--- src/rtl/afe_spi_multi.sv ---
// Write-only serial engine for AFE attenuator/switch registers, shared across
// CHANNEL_COUNT buses; one transaction at a time, steered to the latched bus.
//
// state   | meaning
// S_IDLE  | waiting for a command, divider parked at reload
// S_SETUP | first bit presented on sdi, clk low
// S_HIGH  | clk high, device samples sdi on the rising edge
// S_LOW   | clk low; next bit presented, or LE setup gap after the last bit
// S_LATCH | LE high for one half-period, then done
module afe_spi_multi #(
  parameter int CHANNEL_COUNT      = 2,
  parameter int WORD_WIDTH         = 24,
  parameter int HALF_PERIOD_CYCLES = 5,
  parameter int CHANNEL_SEL_WIDTH  = 4
) (
  input  logic                               sysClk,
  input  logic                               sysReset,
  input  logic                               csrStrobe,
  input  logic [CHANNEL_SEL_WIDTH-1:0]       csrChannel,
  input  logic [$clog2(WORD_WIDTH+1)-1:0]    csrBitCount,
  input  logic [WORD_WIDTH-1:0]              csrData,
  input  logic                               statusClear,
  output logic                               busy,
  output logic                               doneStrobe,
  output logic                               overrun,
  output logic                               badChannel,
  output logic [CHANNEL_COUNT-1:0]           spiClk,
  output logic [CHANNEL_COUNT-1:0]           spiSdi,
  output logic [CHANNEL_COUNT-1:0]           spiLe
);

  localparam int CNT_W = $clog2(WORD_WIDTH + 1);
  localparam int DIV_W = (HALF_PERIOD_CYCLES > 1) ? $clog2(HALF_PERIOD_CYCLES) : 1;
  localparam logic [DIV_W-1:0] DIV_RELOAD = DIV_W'(HALF_PERIOD_CYCLES - 1);
  localparam logic [CNT_W-1:0] WORD_N     = CNT_W'(WORD_WIDTH);

  typedef enum logic [2:0] {S_IDLE, S_SETUP, S_HIGH, S_LOW, S_LATCH} state_t;

  state_t                       state, state_nxt;
  logic [DIV_W-1:0]             div_cnt;
  logic                         tick;
  logic [CNT_W-1:0]             bits_left, bits_left_nxt;
  logic [WORD_WIDTH-1:0]        shreg, shreg_nxt;
  logic [CHANNEL_SEL_WIDTH-1:0] chan_q, chan_nxt;
  logic                         done_q;
  logic                         cmd_busy;
  logic                         chan_ok;
  logic                         accept;
  logic [CNT_W-1:0]             n_eff;
  logic [WORD_WIDTH-1:0]        aligned;
  logic                         clk_d, sdi_d, le_d;
  logic [CHANNEL_COUNT-1:0]     sel_mask;

  // The done cycle still counts as busy so a strobe there is an overrun.
  assign cmd_busy = (state != S_IDLE) || done_q;
  assign chan_ok  = ({{(32-CHANNEL_SEL_WIDTH){1'b0}}, csrChannel} < 32'(CHANNEL_COUNT));
  assign accept   = csrStrobe && !cmd_busy && chan_ok;
  assign n_eff    = (csrBitCount == '0 || csrBitCount > WORD_N) ? WORD_N : csrBitCount;
  assign aligned  = csrData << (WORD_N - n_eff);
  assign tick     = (state != S_IDLE) && (div_cnt == '0);

  assign busy       = (state != S_IDLE);
  assign doneStrobe = done_q;

  always_ff @(posedge sysClk) begin
    if (sysReset) begin
      state     <= S_IDLE;
      bits_left <= '0;
      shreg     <= '0;
      chan_q    <= '0;
    end else begin
      state     <= state_nxt;
      bits_left <= bits_left_nxt;
      shreg     <= shreg_nxt;
      chan_q    <= chan_nxt;
    end
  end

  always_comb begin
    state_nxt     = state;
    bits_left_nxt = bits_left;
    shreg_nxt     = shreg;
    chan_nxt      = chan_q;
    case (state)
      S_IDLE: begin
        if (accept) begin
          state_nxt     = S_SETUP;
          bits_left_nxt = n_eff;
          shreg_nxt     = aligned;
          chan_nxt      = csrChannel;
        end
      end
      S_SETUP: if (tick) state_nxt = S_HIGH;
      S_HIGH: begin
        if (tick) begin
          state_nxt     = S_LOW;
          bits_left_nxt = bits_left - 1'b1;
          // Keep the last bit on sdi through the LE setup gap.
          if (bits_left != CNT_W'(1)) shreg_nxt = shreg << 1;
        end
      end
      S_LOW:   if (tick) state_nxt = (bits_left != '0) ? S_HIGH : S_LATCH;
      S_LATCH: if (tick) state_nxt = S_IDLE;
      default: state_nxt = S_IDLE;
    endcase
  end

  always_comb begin
    clk_d = (state_nxt == S_HIGH);
    le_d  = (state_nxt == S_LATCH);
    sdi_d = 1'b0;
    if (state_nxt == S_SETUP || state_nxt == S_HIGH || state_nxt == S_LOW)
      sdi_d = shreg_nxt[WORD_WIDTH-1];
    sel_mask = '0;
    for (int i = 0; i < CHANNEL_COUNT; i++)
      sel_mask[i] = (chan_nxt == CHANNEL_SEL_WIDTH'(i));
  end

  always_ff @(posedge sysClk) begin
    if (sysReset) begin
      div_cnt    <= DIV_RELOAD;
      done_q     <= 1'b0;
      overrun    <= 1'b0;
      badChannel <= 1'b0;
      spiClk     <= '0;
      spiSdi     <= '0;
      spiLe      <= '0;
    end else begin
      if (state == S_IDLE || div_cnt == '0) div_cnt <= DIV_RELOAD;
      else                                  div_cnt <= div_cnt - 1'b1;
      done_q <= (state == S_LATCH) && tick;

      if (csrStrobe && cmd_busy)            overrun <= 1'b1;
      else if (statusClear)                 overrun <= 1'b0;
      if (csrStrobe && !cmd_busy && !chan_ok) badChannel <= 1'b1;
      else if (statusClear)                   badChannel <= 1'b0;

      spiClk <= {CHANNEL_COUNT{clk_d}} & sel_mask;
      spiSdi <= {CHANNEL_COUNT{sdi_d}} & sel_mask;
      spiLe  <= {CHANNEL_COUNT{le_d}}  & sel_mask;
    end
  end

endmodule

--- config.mk ---
export PLATFORM = sky130hd
export DESIGN_NAME = afe_spi_multi
export DESIGN_NICKNAME = d
export VERILOG_FILES = /design/src/rtl/afe_spi_multi.sv
export SDC_FILE = /design/constraint.sdc
export NUM_CORES = 1
export LEC_CHECK = 0
export ABC_AREA = 1
export CAP_MARGIN = 20
export CORE_MARGIN = 2
export CORE_UTILIZATION = 40
export CTS_BUF_LIST = sky130_fd_sc_hd__clkbuf_2 sky130_fd_sc_hd__clkbuf_4 sky130_fd_sc_hd__clkbuf_8
export CTS_CLUSTER_DIAMETER = 80
export DETAILED_ROUTE_END_ITERATION = 8
export HOLD_SLACK_MARGIN = 0.03
export SLEW_MARGIN = 25
export SYNTH_ARGS = -nofsm -noshare
export SYNTH_HDL_FRONTEND = slang
export SYNTH_SLANG_ARGS = --single-unit
--- constraint.sdc ---
create_clock -name sysClk -period 3.15 [get_ports sysClk]
set_input_delay 0.63 -clock sysClk [delete_from_list [all_inputs] [get_ports sysClk]]
set_output_delay 0.63 -clock sysClk [all_outputs]
set_load 0.01 [all_outputs]
==> metrics.txt <==
# TYPE chip_impl_metric gauge
chip_impl_info{name="outcome",value="finished, final reports clean"} 1
chip_impl_metric{name="finalWorstPathRequiredPeriod",unit="ns"} 2.811
chip_impl_metric{name="vertical_die_dimension",unit="um"} 97.10
chip_impl_info{name="synth.area.top_cells",value="dfxtp_1 28%, nand2_1 17%, nand3_1 8.5%"} 1
chip_impl_metric{name="clock_sinks",unit=""} 48
chip_impl_info{name="clock-root-buffer",value="clkbuf_8"} 1
chip_impl_metric{name="routed_wirelength",unit="um"} 10040
chip_impl_metric{name="final_antenna_net_count",unit=""} 0
chip_impl_metric{name="numCtsBuffers",unit=""} 5
chip_impl_info{name="setup_crit_end_kind",value="flip-flop"} 1
chip_impl_info{name="crit_path_launch_type",value="primary input"} 1
chip_impl_metric{name="worst-endpoint-required",unit="ns"} 3.36
chip_impl_metric{name="synth-adder-area-share",unit=""} 0.02165
chip_impl_metric{name="final-hold-violation-count",unit=""} 0
chip_impl_info{name="synth.largest_area_cell",value="dfxtp_1"} 1
chip_impl_metric{name="num_io_pins",unit=""} 47
chip_impl_metric{name="grt_pass1_wl",unit="um"} 16910
chip_impl_metric{name="largest_net_degree_at_the_start_of_global_routing",unit=""} 38
chip_impl_metric{name="antenna-diode-count",unit=""} 0
chip_impl_metric{name="ys_seq_area_frac",unit=""} 0.2772
chip_impl_metric{name="synthesis.yosys.warnings",unit=""} 0
chip_impl_metric{name="drv.max_cap_violation_count",unit=""} 0
chip_impl_metric{name="route.vias.total",unit=""} 3725
chip_impl_metric{name="post_cts_setup_repair_buffer_count",unit=""} 0
chip_impl_metric{name="clkTransAtPathRegs",unit="ns"} 0.10
chip_impl_metric{name="floorplan.core_area",unit="um^2"} 8299
chip_impl_metric{name="n_fill_cell",unit=""} 879
chip_impl_metric{name="synth_compound_gate_area_share",unit=""} 0.1873
chip_impl_info{name="unrepaired_setup_endpoints_after_global_routing",value="no"} 1
chip_impl_metric{name="drcViolationCount",unit=""} 0
chip_impl_metric{name="gpl.final_weighted_congestion",unit=""} 0.9190
chip_impl_metric{name="grt_use_total",unit=""} 0.2154
chip_impl_metric{name="totalNegativeSetupSlack",unit="ns"} 0
chip_impl_metric{name="worst-r2r-cell-count",unit=""} 11
chip_impl_metric{name="via_per_inst",unit=""} 5.344
chip_impl_metric{name="clock_latency",unit="ns"} 0.31
chip_impl_metric{name="first_global_vias",unit=""} 3544
chip_impl_metric{name="clock_skew",unit="ns"} 0.006898
chip_impl_metric{name="timing.final.ws_setup",unit="ns"} 0.3390
chip_impl_metric{name="chipWidth",unit="um"} 97.10
chip_impl_info{name="min_path_type",value="flip-flop to flip-flop"} 1
chip_impl_metric{name="synth.avg_cell_area",unit="um^2"} 6.304
chip_impl_metric{name="nNetsFinal",unit=""} 634
chip_impl_metric{name="peakVddDrop",unit="mV"} 0.1853
chip_impl_metric{name="global_route.overflow_total",unit=""} 0
chip_impl_metric{name="synth-edff-count",unit=""} 0
chip_impl_metric{name="slew_headroom",unit=""} 0.6160
chip_impl_metric{name="whs_path_depth",unit=""} 1
chip_impl_info{name="largest_family_of_logic_cells_by_synthesized_area",value="simple AND/OR/NAND/NOR gates"} 1
chip_impl_metric{name="place.detailed.hpwl",unit="um"} 7821
chip_impl_metric{name="final_area",unit="um^2"} 4158
chip_impl_metric{name="total_die_area",unit="um^2"} 9428
chip_impl_metric{name="synth_xor_area_frac",unit=""} 0.02346
chip_impl_metric{name="asyncSetResetFlopFracSynth",unit=""} 0
chip_impl_metric{name="post-place-ws",unit="ns"} 0.03024
chip_impl_metric{name="final_layout_size_suffix_gt1_frac",unit=""} 0.09628
chip_impl_metric{name="layout_overhead_on_the_synthesized_area",unit="%"} 19.92
chip_impl_metric{name="per_cell_routed_wire_length",unit="um"} 14.41
chip_impl_metric{name="timing_max_transition_violations_final",unit=""} 0
chip_impl_metric{name="synth_top_cell_area_share",unit=""} 0.2772
chip_impl_metric{name="cts_max_level",unit=""} 2
chip_impl_metric{name="drt_first_pass_iters",unit=""} 5
chip_impl_metric{name="synth.net_count",unit=""} 593
chip_impl_metric{name="setup.reg_to_reg.worst_slack",unit="ns"} 1.04
chip_impl_metric{name="netlist-cell-type-count",unit=""} 38
chip_impl_metric{name="post_cts.resized_instances",unit=""} 0
chip_impl_metric{name="finalCritPeriodShare",unit=""} 0.8924
chip_impl_info{name="layout_commonest_cell",value="nand2_1"} 1
chip_impl_info{name="cp_slowest_cell",value="clkdlybuf4s50_1"} 1
chip_impl_metric{name="area_share_of_and_or_nand_nor_cells_after_synthesis",unit=""} 0.3775
chip_impl_metric{name="floorplan.initialDensity",unit=""} 0.4178
chip_impl_metric{name="critical_path.max_fanout",unit=""} 10
chip_impl_metric{name="synthesis.area",unit="um^2"} 3467
chip_impl_metric{name="postPlaceCellArea",unit="um^2"} 4043
chip_impl_info{name="endpoint",value="spiSdi[1]"} 1
chip_impl_info{name="crit_path_cell_trace",value="clkdlybuf4s50_1 > nor2_4 > nand2_2 > nand2_4 > nand2_4 > nand2_2 > ha_1 > or2_1 > nand2_1 > inv_1 > buf_4 > nand3_1 > nand3_1 > nand3_1 > nand2_1 > nand2_1 > nand3_1 > nand2_1 > nor2_1"} 1
chip_impl_metric{name="fmaxAchievable",unit="GHz"} 0.3557
chip_impl_info{name="timing.rr.end",value="bits_left[3]"} 1
chip_impl_info{name="dominantRegCellSynth",value="dfxtp_1"} 1
chip_impl_info{name="tritoncts_clock_tree",value="built"} 1
chip_impl_metric{name="worst_ep_arrival_time",unit="ns"} 3.02
chip_impl_info{name="worstSetupPathType",value="primary input to flip-flop"} 1
chip_impl_metric{name="layout.core_utilization",unit=""} 0.5010
chip_impl_metric{name="cts_hold_repair.buffers",unit=""} 0
chip_impl_metric{name="timing.critical_path.slowest_cell_delay",unit="ns"} 0.52
chip_impl_info{name="worst_setup_path_startpoint",value="csrBitCount[0]"} 1
chip_impl_metric{name="leakage",unit="nW"} 1.819
chip_impl_metric{name="fp-row-count",unit=""} 33
chip_impl_metric{name="final_setup_fails",unit=""} 0
chip_impl_metric{name="power_per_cell_area",unit="nW/um^2"} 393.3
chip_impl_metric{name="number_of_antenna_violations_at_the_first_check_in_global_routing",unit=""} 0
chip_impl_metric{name="worst_pin_slew",unit="ns"} 0.5754
chip_impl_metric{name="maximum_number_of_buffers_from_clock_root_to_sink",unit=""} 2
chip_impl_metric{name="drt-initial-drc-count",unit=""} 194
chip_impl_info{name="layout.cells.most_common_list",value="156 x nand2_1, 59 x nand3_1, 48 x inv_1, 48 x dfxtp_1, 46 x clkdlybuf4s50_1"} 1
chip_impl_metric{name="synth.mux.area_fraction",unit=""} 0.005774
chip_impl_metric{name="cell_count_after_synthesis",unit=""} 550
chip_impl_metric{name="yosys_register_bits",unit=""} 48
chip_impl_metric{name="io_buffer_count",unit=""} 46
chip_impl_info{name="r2r_start",value="state[2]"} 1
## how the worst min path moves through the flow
stage | startpoint | end | slack [ns]
global route | div_cnt[0] | div_cnt[0] | 0.43
floorplan | div_cnt[0] | div_cnt[0] | 0.39
global placement | div_cnt[0] | div_cnt[0] | 0.40
finish | div_cnt[0] | div_cnt[0] | 0.42
CTS | div_cnt[0] | div_cnt[0] | 0.42
detailed placement | div_cnt[0] | div_cnt[0] | 0.40
## cell families after synthesis
| kind of cell | count (synthesis) |
|---|---|
| buf+inv | 85 |
| compound gates | 108 |
| flops | 48 |
| mux | 2 |
| simple gates | 296 |
| xor+xnor | 5 |
| fa+ha+maj | 6 |
## critical path, delay by kind of cell
kind                       cells  cell delay, ns
and+or+nand+nor               15            1.29
buffers and inverters          3            0.91
adders and majority gates      1            0.20
## metrics by stage
step	hold WS, ns	instances	power [mW]
CTS	0.4187	697	1.635
global placement	0.4012	689	1.174
detailed placement	0.4045	689	1.173
floorplan	0.3907	550	0.9924
global route	0.4341	697	1.722
finish	0.4150	697	1.635
## cells in the mapped netlist (11+ instances only)
cell type	n
nand2_1	156
dfxtp_1	48
o21ai_1	13
o21ai_0	30
inv_1	48
a21oi_1	21
buf_2	12
o211ai_1	21
nand3_1	59
nor2_1	44
a31oi_1	15
nor3_1	11
## per-layer routing
metal,vias to the layer above,GRT usage,routed length [um]
met5,-,0,0
met1,1722,0.2877,4645
met2,87,0.3649,4767
met3,11,0.03237,492
met4,0,0.05417,138
li1,1905,-,-
## state kept, by name (all words and copies together), names as in the netlist
| name | cells |
|---|---|
| badChannel | 1 |
| bits_left | 5 |
| shreg | 24 |
| chan_q | 4 |
| div_cnt | 3 |
| spiSdi | 2 |
| spiLe | 2 |
| spiClk | 2 |
| doneStrobe | 1 |
| state | 3 |
| overrun | 1 |
## cell type report
type / count / area [um^2] / share of cell area
inverter: 58 / 217.7 / 0.05236
multi-input combinational: 417 / 2135 / 0.5134
sequential: 48 / 960.9 / 0.2311
tap: 105 / 131.4 / 0.03160
clock inverter: 3 / 46.29 / 0.01113
clock buffer: 5 / 68.82 / 0.01655
timing repair buffer: 61 / 598.1 / 0.1438
## report_power, final
part           switching [mW]  internal (mW)
Sequential            0.00620          0.618
Combinational           0.339          0.201
Clock                   0.232          0.239
Total                   0.577           1.06
Power figures use the tool's default switching activity.
